### src/rtl/serie_universal_shifter.sv
// WIDTH-bit universal shift register: shift/rotate/load per cycle, plus a counted
// burst of shift or rotate steps with a busy flag and a one-cycle done pulse.
module serie_universal_shifter #(
    parameter int unsigned            WIDTH     = 8,
    parameter logic [WIDTH-1:0]       RESET_VAL = '0,
    localparam int unsigned           CNT_W     = $clog2(WIDTH + 1)
) (
    input  logic             clock,
    input  logic             reset,
    input  logic             enable,
    input  logic [1:0]       mode,
    input  logic             leftright,
    input  logic             serial_in,
    input  logic [WIDTH-1:0] par_in,
    input  logic             start,
    input  logic [CNT_W-1:0] count,
    output logic             serial_out,
    output logic [WIDTH-1:0] par_out,
    output logic             busy,
    output logic             done
);

    localparam logic [1:0] MODE_SHIFT  = 2'b01;
    localparam logic [1:0] MODE_ROTATE = 2'b10;
    localparam logic [1:0] MODE_LOAD   = 2'b11;

    typedef enum logic {
        ST_IDLE = 1'b0,
        ST_RUN  = 1'b1
    } state_t;

    state_t             r_state;
    logic [WIDTH-1:0]   r_q;
    logic               r_rot;
    logic               r_dir;
    logic [CNT_W-1:0]   r_rem;
    logic               r_busy;
    logic               r_done;

    logic [CNT_W-1:0]   w_n;
    logic               w_dir;

    // One shift or rotate step; the vacated end gets serial_in or the wrapped bit.
    function automatic logic [WIDTH-1:0] f_step(
        input logic [WIDTH-1:0] q,
        input logic             rot,
        input logic             dir,
        input logic             sin
    );
        logic fill;
        fill = rot ? (dir ? q[0] : q[WIDTH-1]) : sin;
        return dir ? {fill, q[WIDTH-1:1]} : {q[WIDTH-2:0], fill};
    endfunction

    assign w_n   = (count > CNT_W'(WIDTH)) ? CNT_W'(WIDTH) : count;
    assign w_dir = (r_state == ST_RUN) ? r_dir : leftright;

    always_ff @(posedge clock or posedge reset) begin
        if (reset) begin
            r_state <= ST_IDLE;
            r_q     <= RESET_VAL;
            r_rot   <= 1'b0;
            r_dir   <= 1'b0;
            r_rem   <= '0;
            r_busy  <= 1'b0;
            r_done  <= 1'b0;
        end else begin
            // done is a single-cycle pulse independent of enable
            r_done <= 1'b0;
            if (enable) begin
                case (r_state)
                    ST_IDLE: begin
                        if (start) begin
                            r_rot <= (mode == MODE_ROTATE);
                            r_dir <= leftright;
                            if (w_n == '0) begin
                                r_done <= 1'b1;
                            end else begin
                                r_rem   <= w_n;
                                r_busy  <= 1'b1;
                                r_state <= ST_RUN;
                            end
                        end else begin
                            case (mode)
                                MODE_SHIFT:  r_q <= f_step(r_q, 1'b0, leftright, serial_in);
                                MODE_ROTATE: r_q <= f_step(r_q, 1'b1, leftright, serial_in);
                                MODE_LOAD:   r_q <= par_in;
                                default:     r_q <= r_q;
                            endcase
                        end
                    end
                    ST_RUN: begin
                        r_q   <= f_step(r_q, r_rot, r_dir, serial_in);
                        r_rem <= r_rem - CNT_W'(1);
                        if (r_rem == CNT_W'(1)) begin
                            r_state <= ST_IDLE;
                            r_busy  <= 1'b0;
                            r_done  <= 1'b1;
                        end
                    end
                    default: r_state <= ST_IDLE;
                endcase
            end
        end
    end

    assign serial_out = w_dir ? r_q[0] : r_q[WIDTH-1];
    assign par_out    = r_q;
    assign busy       = r_busy;
    assign done       = r_done;

endmodule

### config.mk
export PLATFORM = sky130hd
export DESIGN_NAME = serie_universal_shifter
export DESIGN_NICKNAME = d
export VERILOG_FILES = /design/src/rtl/serie_universal_shifter.sv
export SDC_FILE = /design/constraint.sdc
export NUM_CORES = 1
export LEC_CHECK = 0
export ABC_CLOCK_PERIOD_IN_PS = 1400
export CORE_MARGIN = 4
export CORE_UTILIZATION = 49
export DETAILED_ROUTE_END_ITERATION = 10
export PLACE_DENSITY = 0.89
export SLEW_MARGIN = 15
export SYNTH_ARGS = -nofsm -noshare
export SYNTH_HDL_FRONTEND = slang
export SYNTH_SLANG_ARGS = --single-unit
### constraint.sdc
create_clock -name clock -period 1.4 [get_ports clock]
set_input_delay 0.28 -clock clock [delete_from_list [all_inputs] [get_ports clock]]
set_output_delay 0.28 -clock clock [all_outputs]
set_load 0.02 [all_outputs]
Word-level counts from Yosys, hierarchy flattened
Cells that the tools add are included.
{ "totals": {"reg_bits": 17, "inputBits": 20, "word_cells": 52, "out_inout_bits": 11} }
{ "op_classes": {"bitwise": 1, "order_cmp": 1, "eq_ne": 9, "n_addsub": 1, "mux": 28, "n_reduce_logical": 5} }
{ "ops": {"columns": ["op", "count"], "rows": [
  ["8-bit two-way mux", 4],
  ["8-bit one-hot mux with 3 select lines", 1],
  ["8-bit one-hot mux with 2 select lines", 1],
  ["1-bit two-way mux", 15],
  ["4-bit two-way mux", 3],
  ["3-bit AND reduction", 3],
  ["4-bit one-hot mux with 2 select lines", 1],
  ["2-bit != test (second input constant)", 3],
  ["1-bit one-hot mux with 2 select lines", 3],
  ["2-bit equality test (second input constant)", 2],
  ["4-bit by 1-bit equality test with 1-bit output (second input constant)", 1],
  ["4-bit > comparator (second input constant)", 1],
  ["4-bit zero test", 1],
  ["4-bit by 2-bit != test with 1-bit output (second input constant)", 1],
  ["4-bit AND reduction", 1],
  ["4-bit by 1-bit subtractor with 4-bit output (second input constant)", 1],
  ["2-bit by 1-bit equality test with 1-bit output (second input constant)", 1],
  ["2-bit by 1-bit != test with 1-bit output (second input constant)", 1],
  ["1-bit inverter", 1]
]} }

Longest topological paths before layout
{ "logic_depth": {"ltp_word": 7, "ltp_mapped": 6, "mapped_depth_nobuf": 6} }

Worst setup path after synthesis
Ideal clock, no wire load.
{ "synth_path": {"path_type": "in2out", "start": "in leftright", "end": "out serial_out", "path_stages": 4, "path_buffers": 2, "arrival_ns": 1.226, "setup_slack_ns": -0.106, "required_ns": 1.120, "cell_sequence": "buf_2 buf_2 mux2i_1 o21ai_0"} }
{ "synth_via": {"elab_chain_cells": 2} }
{ "synth_lines": {"columns": ["item", "line", "text"], "rows": [
  ["start: declaration", "12", "input logic leftright,"],
  ["1-bit two-way mux", "56", "assign w_dir = (r_state == ST_RUN) ? r_dir : leftright;"],
  ["1-bit two-way mux", "107", "assign serial_out = w_dir ? r_q[0] : r_q[WIDTH-1];"],
  ["end: declaration", "17", "output logic serial_out,"]
]} }
No other way between the ends.

Final worst setup path
{ "layout_path": {"start": "reg r_state", "end": "out serial_out"} }
{ "layout_via": {"elab_chain_cells": 2} }
{ "layout_lines": {"columns": ["item", "line", "text"], "rows": [
  ["start: declaration", "32", "state_t r_state;"],
  ["start signal: assignment", "60", "r_state <= ST_IDLE;"],
  ["start signal: assignment", "81", "r_state <= ST_RUN;"],
  ["start signal: assignment", "96", "r_state <= ST_IDLE;"],
  ["1-bit two-way mux", "56", null],
  ["1-bit two-way mux", "107", null]
]} }
No other way between the ends.

==> results.yml <==
sta:
  setup_viol: 5
  hold_violations: 0
  timing.fmax_mhz: 647.2
  worst_pin_slew_ps: 270.4
  period_share_pct: 110.4
  hold_ws_ps: 285.3
  fin_skew_ps: 9.163
  worst_slack_ps: -145.1
  maxSlewHeadroom_pct: 81.77
  slew_violations: 0
  period_minus_slack_ps: 1545
  rsz0062_at_grt: "yes"
layout:
  drive_above_1_share_pct: 29.74
  nets: 218
  syn_to_final_growth_pct: 49.95
  final_cells: 223
  n_antenna_cell: 0
clock_network:
  hold_buffers: 0
  cts_buffer_depth: 2
  cts-root-buf: "clkbuf_4"
  numCtsBuffers: 3
  clk_latency_ps: 290
  clkSinkCount: 17
  clk_pin_slew_ps: 110
  cts_tree: "yes"
  htreeDepth: 1
global_routing:
  use_met3_pct: 3.947
  grt_use_total_pct: 22.43
  antenna_found_initial: 0
  grt_max_degree: 23
  overflow: 0
  grt_busiest_layer: "met2"
  grt.met1_usage_pct: 26.65
  grt_pass1_vias: 1336
  grt_first_pass_wirelength_um: 6037
  grtUsageMet2_pct: 41.31
power_and_ir_drop:
  power.leakage_nw: 0.8607
  ir_drop_mv: 1.343
  cellPowerDensity_nw_per_um2: 1886
detailed_routing:
  wl_per_cell_um: 15.51
  initialDrtViolationCount: 57
  drtAntennaViolNets: 0
  drc: 0
  wl_um: 3458
  drt_first_pass_iters: 4
  via_per_inst: 5.843
  vias: 1303
status:
  outcome: "finished with violations"
  failed_checks: "setup timing"
hold_path:
  hold_class: "primary input to async pin"
setup_path:
  crit_path_end_kind: "primary output"
  cp_slowest_cell: "dfrtp_2"
  required_ps: 1120
  cp_num_buf_inv: 1
  max_stage_delay_ps: 420
  reg2reg_from: "par_out[7]"
  cp_data_arrival_time_ps: 1270
  rrSetupSlack_ps: 0
  crit_type: "flip-flop to primary output"
  startpoint_type: "flip-flop"
  cpLargestDelayFamily: "flip-flops"
  r2r_cells: 5
  cp_cell_sequence: "mux2i_2 > nand2_1 > o21ai_2 > buf_6"
  r2r_end: "par_out[0]"
  crit_fanout: 2
die:
  start_util_pct: 53.59
  die_h_um: 58.36
  core-area_um2: 2318
  die-area_um2: 3405
  die_w_um: 58.36
  fp-row-count: 17
  io_pins: 31
yosys:
  async_flop_share_pct: 100.0
  synth_flop_cell: "dfrtp_1"
  syn_area_um2: 1242
  avgSynthCellArea_um2: 9.003
  synth.distinct_cells: 36
  syn_inst: 138
  syn-num-nets: 160
  ys_seq_elements: 17
  seq_area_frac_synth_pct: 34.24
  synth_warnings: 0
  synth_edf_count: 0
placed_design:
  gp_congestion: 0.9328
  dp.cells: 216
  dp_hpwl_um: 2589
  port_buffers: 30
flow_run:
  max_cap_violations: 0
-- sequential cells by signal, indices dropped and copies added (netlist names) --
| name | cells |
|---|---|
| r_rem | 4 |
| done | 1 |
| par_out | 8 |
| r_dir | 1 |
| r_rot | 1 |
| busy | 1 |
| r_state | 1 |
-- synth_stat cells, drive strengths merged, types with 2 or more instances --
master | count | share of area [%]
a221oi | 5 | 3.5
o21ai | 17 | 7.8
dfrtp | 17 | 34
inv | 7 | 2.1
nor2b | 9 | 4.5
nand2 | 10 | 3.2
a22o | 8 | 5.6
o2bb2ai | 2 | 1.9
mux2 | 4 | 3.9
mux2i | 10 | 8.1
nand3 | 3 | 1.2
buf | 9 | 4.1
a21oi | 10 | 4.0
ha | 2 | 2.0
a211oi | 2 | 1.2
nor2 | 8 | 2.4
-- cell usage in the layout, fill, tap and decap left out, types with 2 or more instances in the layout --
master and n:
nor2b_1 9, dlygate4sd2_1 10, dlymetal6s2s_1 3, nand2_2 2
a22o_1 8, mux2i_1 9, a221oi_1 5, buf_4 28
mux2_2 2, nor2_1 8, buf_6 3, ha_1 2
o21ai_0 13, inv_1 6, dfrtp_1 16, o21ai_1 2
clkbuf_4 3, mux2_4 2, nand2_1 8, a21oi_1 9
clkdlybuf4s50_1 13, nand3_1 2, a211oi_1 2
-- worst min-delay path, cell delays in order --
cell             delay (ps)
clkdlybuf4s50_1         390
inv_1                    50
buf_4                   240
-- per-layer routing --
metal	wire [um]	part of all wire, %
met2	1854	54
met5	0	0
met3	241	7.0
met4	0	0
met1	1362	39
-- report_power, final --
group          internal (mW)  switching, mW  leakage [nW]  total (mW)
combinational           1.20           1.14         0.640        2.35
clock                  0.111          0.158        0.0150       0.269
sequential             0.721          0.179         0.206       0.900
total                   2.03           1.48         0.861        3.51
-- stage by stage --
step	instance area, um2	power (mW)	setup slack [ps]	TNS [ps]	util [%]
2_1_floorplan	1246	2.229	33.61	0	-
5_1_grt	1863	3.788	-216.4	-1030	80.36
4_1_cts	1841	3.486	-159.0	-362.5	79.38
3_5_place_dp	1748	3.169	-587.0	-5818	75.39
3_3_place_gp	1748	3.060	-524.5	-4791	75.39
6_report	1863	3.514	-145.1	-359.7	80.36
-- what timing repair did --
action	in CTS	in global routing
setup endpoints to repair	24	19
gates resized for setup	33	13
pin swaps	5	2
setup buffers	4	0
-- cells by family after synthesis --
| family | count (synthesis) | synth area share [%] |
|---|---|---|
| buf+inv | 16 | 6.244 |
| compound gates | 53 | 30.41 |
| flops | 17 | 34.24 |
| fa+ha+maj | 2 | 2.014 |
| mux | 14 | 11.98 |
| simple gates | 36 | 15.11 |
-- area by class of cell --
| class | count | area, um2 |
|---|---|---|
| multi-input combinational | 105 | 789.5 |
| timing repair buffer | 62 | 555.5 |
| fill | 143 | 455.4 |
| sequential | 17 | 426.7 |
| tap | 28 | 35.03 |
| inverter | 7 | 30.03 |
| clock buffer | 4 | 26.28 |
-- worst max path at each step --
stage	startpoint	end	slack, ps	cells after the start
finish	r_state	serial_out	-150	4
global placement	leftright	serial_out	-520	5
global route	r_state	serial_out	-220	4
floorplan	r_state	serial_out	30	4
CTS	r_state	serial_out	-160	4
detailed placement	leftright	serial_out	-590	5
(Power assumes the default switching activity.)
